<file path="config.mk">
export PLATFORM = sky130hd
export DESIGN_NAME = scoreboard_stall_ctrl
export DESIGN_NICKNAME = d
export VERILOG_FILES = /design/src/rtl/scoreboard_stall_ctrl.sv
export SDC_FILE = /design/constraint.sdc
export NUM_CORES = 1
export LEC_CHECK = 0
export CAP_MARGIN = 25
export CORE_MARGIN = 10
export CORE_UTILIZATION = 58
export DETAILED_ROUTE_END_ITERATION = 16
export GPL_ROUTABILITY_DRIVEN = 0
export GPL_TIMING_DRIVEN = 0
export HOLD_SLACK_MARGIN = 0.15
export PLACE_DENSITY_LB_ADDON = 0.08
export SLEW_MARGIN = 25
export SYNTH_ARGS = -nofsm -noshare
export SYNTH_HDL_FRONTEND = slang
export SYNTH_SLANG_ARGS = --single-unit
export TNS_END_PERCENT = 50
</file>
<file path="constraint.sdc">
create_clock -name clk -period 4.7 [get_ports clk]
set_input_delay 0.47 -clock clk [delete_from_list [all_inputs] [get_ports clk]]
set_output_delay 0.47 -clock clk [all_outputs]
set_load 0.02 [all_outputs]
</file>
<file path="src/rtl/scoreboard_stall_ctrl.sv">
// Per-register countdown scoreboard beside the ID stage: detects read-after-write hazards
// against in-flight producers of variable latency, resolves pipeline stall priority, counts lost cycles.
module scoreboard_stall_ctrl #(
    parameter int NREG    = 32,
    parameter int REGW    = 5,
    parameter int LATW    = 3,
    parameter int PERF_W  = 32,
    parameter int WAW_MAX = 1
) (
    input  logic              clk,
    input  logic              rst_n,
    input  logic              id_valid,
    input  logic [REGW-1:0]   id_rs,
    input  logic [REGW-1:0]   id_rt,
    input  logic              id_use_rs,
    input  logic              id_use_rt,
    input  logic              id_we,
    input  logic [REGW-1:0]   id_rd,
    input  logic [LATW-1:0]   id_lat,
    input  logic              stall_icache,
    input  logic              stall_dcache,
    output logic              stall_IF,
    output logic              stall_ID,
    output logic              bubble_ID,
    output logic              stall_EX,
    output logic              stall_MEM,
    output logic              stall_WB,
    output logic              sb_busy,
    output logic [PERF_W-1:0] perf_haz,
    output logic [PERF_W-1:0] perf_dc
);

    logic [LATW-1:0]   cnt_q [NREG];
    logic [LATW-1:0]   cnt_d [NREG];
    logic [PERF_W-1:0] perf_haz_q;
    logic [PERF_W-1:0] perf_haz_d;
    logic [PERF_W-1:0] perf_dc_q;
    logic [PERF_W-1:0] perf_dc_d;
    logic              haz_s;
    logic              iss_s;

    function automatic logic [LATW-1:0] dec_sat(input logic [LATW-1:0] v);
        return (v != {LATW{1'b0}}) ? (v - {{(LATW-1){1'b0}}, 1'b1}) : {LATW{1'b0}};
    endfunction

    function automatic logic [PERF_W-1:0] inc_sat(input logic [PERF_W-1:0] v);
        return (&v) ? v : (v + {{(PERF_W-1){1'b0}}, 1'b1});
    endfunction

    // Hazard detection: a source is unavailable while its producer's countdown is nonzero.
    always_comb begin
        haz_s = 1'b0;
        if (id_valid) begin
            haz_s = (id_use_rs && (id_rs != {REGW{1'b0}}) && (cnt_q[id_rs] != {LATW{1'b0}})) ||
                    (id_use_rt && (id_rt != {REGW{1'b0}}) && (cnt_q[id_rt] != {LATW{1'b0}}));
        end else begin
            haz_s = 1'b0;
        end
    end

    // Stall priority: D-cache miss freezes everything up to EX, then hazards, then I-cache.
    always_comb begin
        stall_IF  = 1'b0;
        stall_ID  = 1'b0;
        bubble_ID = 1'b0;
        stall_EX  = 1'b0;
        if (stall_dcache) begin
            stall_IF = 1'b1;
            stall_ID = 1'b1;
            stall_EX = 1'b1;
        end else if (haz_s) begin
            stall_IF  = 1'b1;
            stall_ID  = 1'b1;
            bubble_ID = 1'b1;
        end else if (stall_icache) begin
            stall_IF = 1'b1;
        end else begin
            stall_IF = 1'b0;
        end
    end

    assign stall_MEM = 1'b0;
    assign stall_WB  = 1'b0;
    assign iss_s     = id_valid && id_we && (id_rd != {REGW{1'b0}}) && !stall_ID && !bubble_ID;

    // Scoreboard next state: counters freeze with EX, otherwise count down; issuing reloads the destination.
    always_comb begin
        for (int r = 0; r < NREG; r++) begin
            cnt_d[r] = cnt_q[r];
            if (r == 0) begin
                cnt_d[r] = {LATW{1'b0}};
            end else if (stall_EX) begin
                cnt_d[r] = cnt_q[r];
            end else if (iss_s && (id_rd == REGW'(r))) begin
                // WAW: keep the longer outstanding latency so the older producer is still waited for.
                if ((WAW_MAX != 0) && (dec_sat(cnt_q[r]) > id_lat)) begin
                    cnt_d[r] = dec_sat(cnt_q[r]);
                end else begin
                    cnt_d[r] = id_lat;
                end
            end else begin
                cnt_d[r] = dec_sat(cnt_q[r]);
            end
        end
    end

    // Performance counters: hazard cycles only count when not masked by a D-cache stall.
    always_comb begin
        perf_dc_d  = perf_dc_q;
        perf_haz_d = perf_haz_q;
        if (stall_dcache) begin
            perf_dc_d = inc_sat(perf_dc_q);
        end else if (haz_s) begin
            perf_haz_d = inc_sat(perf_haz_q);
        end else begin
            perf_dc_d  = perf_dc_q;
            perf_haz_d = perf_haz_q;
        end
    end

    // State registers with asynchronous clear; pending writes are forgotten on reset.
    always_ff @(posedge clk or negedge rst_n) begin
        if (!rst_n) begin
            for (int r = 0; r < NREG; r++) begin
                cnt_q[r] <= {LATW{1'b0}};
            end
            perf_haz_q <= {PERF_W{1'b0}};
            perf_dc_q  <= {PERF_W{1'b0}};
        end else begin
            for (int r = 0; r < NREG; r++) begin
                cnt_q[r] <= cnt_d[r];
            end
            perf_haz_q <= perf_haz_d;
            perf_dc_q  <= perf_dc_d;
        end
    end

    // Busy summary reflects the current scoreboard contents.
    always_comb begin
        sb_busy = 1'b0;
        for (int r = 1; r < NREG; r++) begin
            sb_busy = sb_busy | (cnt_q[r] != {LATW{1'b0}});
        end
    end

    assign perf_haz = perf_haz_q;
    assign perf_dc  = perf_dc_q;

endmodule

</file>
Word level (Yosys, flattened, before mapping) --
Index checks and enable logic that the tools add are counted.
Word-level totals: output and inout bits 71, bits in registers 157
Operators by class: add/subtract/negate cells 33, bitwise operators 35, magnitude comparators 33, muxes and demuxes 107, eq/ne operators 31, reduce and logical (&&, ||, !) cells 82
Operators by type and width (count):
- $mux 3 | 97
- $reduce_bool 3->1 | 33
- $gt 3x3->1 | 31
- $sub 3x1->3 const B | 31
- $eq 5x5->1 const B | 16
- $add 32x1->32 const B | 2
- $reduce_and 32->1 | 2
- $eq 5x4->1 const B | 8
- $logic_and 1x1->1 | 39
- $bmux 3 s5 | 2
- $or 1x1->1 | 30
- $eq 5x3->1 const B | 4
- $reduce_bool 5->1 | 3
- $ge 6x6->1 const B | 2
- $not 5->6 | 2
- $eq 5x2->1 const B | 2
- $mux 1 | 8
- $eq 5x1->1 const B | 1
- $not 1->1 | 3
- $reduce_and 3->1 | 1
- $logic_not 1->1 | 2
- $reduce_and 2->1 | 1
- $logic_or 1x1->1 | 1

Logic depth before layout (Yosys ltp) --
depth after elaboration 31, mapped depth 12, depth with buffers taken out 12

Least setup slack after synthesis --
OpenSTA, ideal clock, no wires.
path type input-to-output, from in id_rs[0], to out stall_IF, required time 4.230 ns, stages 11, arrival 2.705 ns, setup slack 1.525 ns, cells stage by stage buf_6 -> nor4_2 -> a21oi_1 -> a2111oi_2 -> a211oi_1 -> o311ai_2 -> buf_6 -> buf_6 -> nand2_1 -> a21o_1 -> or2_1
Between the ends: longest elaborated chain between the ends 10, elaborated cells on any way between the ends 12, classes of those cells mux: 6; bitwise: 1; reduce/logical: 5
Ends and longest elaborated chain:
- from (decl) | RTL line 13 | input logic [REGW-1:0] id_rs,
- $not 5->6 (not written as such) | RTL line 54 | haz_s = (id_use_rs && (id_rs != {REGW{1'b0}}) && (cnt_q[id_rs] != {LATW{1'b0}})) ||
- $bmux 3 s5 | RTL line 54
- $mux 3 (not written as such) (2 in a row) | RTL line 54
- $reduce_bool 3->1 | RTL line 54
- $logic_and 1x1->1 * | RTL line 54
- $logic_or 1x1->1 * | RTL line 54
- $mux 1 * | RTL line 53 | if (id_valid) begin
- $mux 1 * | RTL line 71 | end else if (haz_s) begin
- $mux 1 * | RTL line 67 | if (stall_dcache) begin
- to (decl) | RTL line 22 | output logic stall_IF,
Mark *: on every way between the ends. The rest lies on a longest branch, timed or not. The select of a mux whose other input is x is not followed.

Worst setup path after layout --
from in id_rs[2], to out stall_IF
The elaborated chain is that of the path after synthesis.

==> qor.txt <==
Final WS setup = 54.0 ps
fillers = 1,659
ys async rst share = 100%
Worst-Skew Late Latency = 450 ps
H-tree levels = 4
Worst Path Max Fanout = 10
row cnt = 52
synthesized area = 11,800 um2
pin count of the biggest net entering global routing = 84
DR vias/cell = 6.33
fin util = 69.0%
Initial Util = 58.6%
Setup CP Type = input port to output pin
P_leak = 6.36 nW
global-route wire length before repair = 58,900 um
TritonCTS buffer count = 17
nets = 1,633
final worst path period share = 98.9%
Die Ht = 163 um
CTS clk-pin slew, worst paths = 80 ps
mean post-synth cell area = 8.51 um2
hold slack = 489 ps
Routed WL per cell = 20.7 um
worst hold start = perf_dc[28]
final max-slew violation count = 0
R2R Path Start = cnt_q[69]
initial antenna violation count = 1
Die W = 163 um
ys flop type = dfrtp_1
clock root buffer = clkbuf_16
P&R area growth vs syn = 17.6%
PortBufs = 90
final wirelength = 36,900 um
EDFF count, synth = 0
post-layout min period = 4650 ps
router iterations before antenna repair = 6
Worst Path Required = 4230 ps
Setup Viol. Count Final = 0
Yosys warning total = 0
Area contributors post-synth = dfrtp_1, ha_1, nand2_1, xnor2_1, nor2_1
worst vdd ir = 0.000298 V
drc violations = 0
CTS Buffer Depth = 2
max-capacitance violation count = 0
Yosys cell types = 66
power per cell area = 293 nW/um2
GRT Overall Usage = 27.8%
Critical Path AT = 4180 ps
Post-Place Setup Slack = -253 ps
Worst Max-Slew Pin Slew = 966 ps
HP Class = flop to flop
max_slew headroom = 35.6%
setup TNS = 0 ps
post-DP HPWL = 26,200 um
GRT overflow = 0
Placeable Area = 20,100 um2
unrepaired setup endpoints after global routing = no
Worst setup EP type = output pin
Worst Setup SP = id_rs[2]
cell count after synthesis = 1,385
Max Clk Rate = 215 MHz
die area = 26,400 um2
largest area contributor in the netlist = dfrtp_1
Post-CTS Setup Bufs = 0
Final ANT Viol Nets = 0
CTS tree = yes
Final Hold Fails = 0
flops & latches, synth = 157
clock skew = 11.5 ps
Setup crit start kind = input port
vias in the first global route = 10,900
fraction of layout cells with a size suffix above 1 = 7.01%
CTS sink count = 157
top-area cell type share of the netlist area = 33.3%
Top Ports = 97
Iter 0 DRT Violations = 1,077
register area share after synthesis = 33.3%
routed vias = 11,300
status = finished clean
[kinds of logic (layout without fill, tap and decap cells)]
group                    after synthesis  in the layout  share of synthesized area, %
AO/OA/AOI/OAI                        250            250                          15.5
adder cells (fa/ha/maj)              107            107                          11.4
other                                  1              3                        0.0318
AND/OR/NAND/NOR                      668            668                          27.4
flip-flops                           157            157                          33.3
buffers and inverters                101            228                          3.65
multiplexers                          40             40                          4.12
XOR/XNOR                              61             61                          4.53
[cell type report]
type                       instances  area, um2  share of cell area, %
tap                              270        338                   2.44
multi-input combinational       1128       7500                   54.1
sequential                       157       3930                   28.3
timing repair buffer              96       1040                   7.52
buffer                            55        260                   1.88
antenna                            1       2.50                 0.0180
clock buffer                      17        425                   3.07
inverter                          45        169                   1.22
clock inverter                    15        199                   1.43
[power by group]
| group | internal (W) | switching, W | leakage (nW) |
|---|---|---|---|
| logic | 0.000413 | 0.000595 | 3.91 |
| clock network | 0.000772 | 0.000691 | 0.301 |
| registers | 0.00145 | 0.000149 | 2.15 |
| total | 0.00263 | 0.00143 | 6.36 |
[state kept, by name, summed over array words and instances (netlist names)]
signal    count
cnt_q        93
perf_dc      32
perf_haz     32
[path summary, 6_finish.rpt]
path / endpoint / slack (ps) / cells after the start
max: stall_IF / 50 / 12
min: perf_dc[28] / 490 / 1
max reg2reg: cnt_q[13] / 1050 / 10
min reg2reg: perf_dc[28] / 490 / 1
max in group asynchronous: perf_dc[7] / 3350 / 4
min in group asynchronous: cnt_q[56] / 620 / 3
[cells in the mapped netlist (all sizes together), types with 12 or more instances]
cell type / instances
a21o: 31
a21oi: 39
a221o: 13
a22oi: 15
a31oi: 31
and3: 24
buf: 19
clkbuf: 37
dfrtp: 157
ha: 107
inv: 45
mux2i: 26
nand2: 241
nand3: 76
nand4: 30
nor2: 108
nor2b: 38
nor3: 71
nor4: 19
o211ai: 43
o21ai: 19
o21bai: 19
or2: 15
xnor2: 49
xor2: 12
[cells in the final DEF, fill, tap and decap left out, types with 26 or more instances in the layout]
cell,count
clkdlybuf4s50_1,87
nand3_1,76
inv_1,43
nor2_1,108
o211ai_1,43
a21oi_1,37
a21o_1,31
nor3_1,63
ha_1,107
mux2i_1,26
clkbuf_1,36
nand2_1,241
nand4_1,30
dfrtp_1,157
a31oi_1,31
nor2b_1,38
xnor2_1,49
[metal layers]
metal	GRT usage [%]	share of wire (%)	wire, um
met3	7.68	10	3680
met4	11.9	4.2	1560
met2	43.2	45	16600
met5	0	0	0
met1	35.6	41	15000
[stage by stage]
step,area [um2],total power (W),instances
after global routing,13900,0.00427,1784
after global placement,13000,0.00256,1746
final,13900,0.00407,1784
after detailed placement,13200,0.00260,1751
after CTS,13800,0.00407,1784
after floorplan,11800,0.00220,1386
[worst max-delay path, cell delays in order]
cell and delay, ps:
clkdlybuf4s50_1 680, inv_1 210, and2_1 190, a221oi_1 300
a211oi_1 220, o311ai_4 490, buf_6 270, buf_6 200
nand2_1 140, a21o_1 250, or2_1 210, clkdlybuf4s50_1 540
[timing repair]
action / in CTS / in global routing
gates resized for setup: 3 / 12
endpoints found under the setup margin: 2 / 2
endpoints found under the hold margin: 82 / 0
cloned: 0 / 0
hold buffers: 1 / 0
No activity file was read; power rests on OpenSTA's default activity.
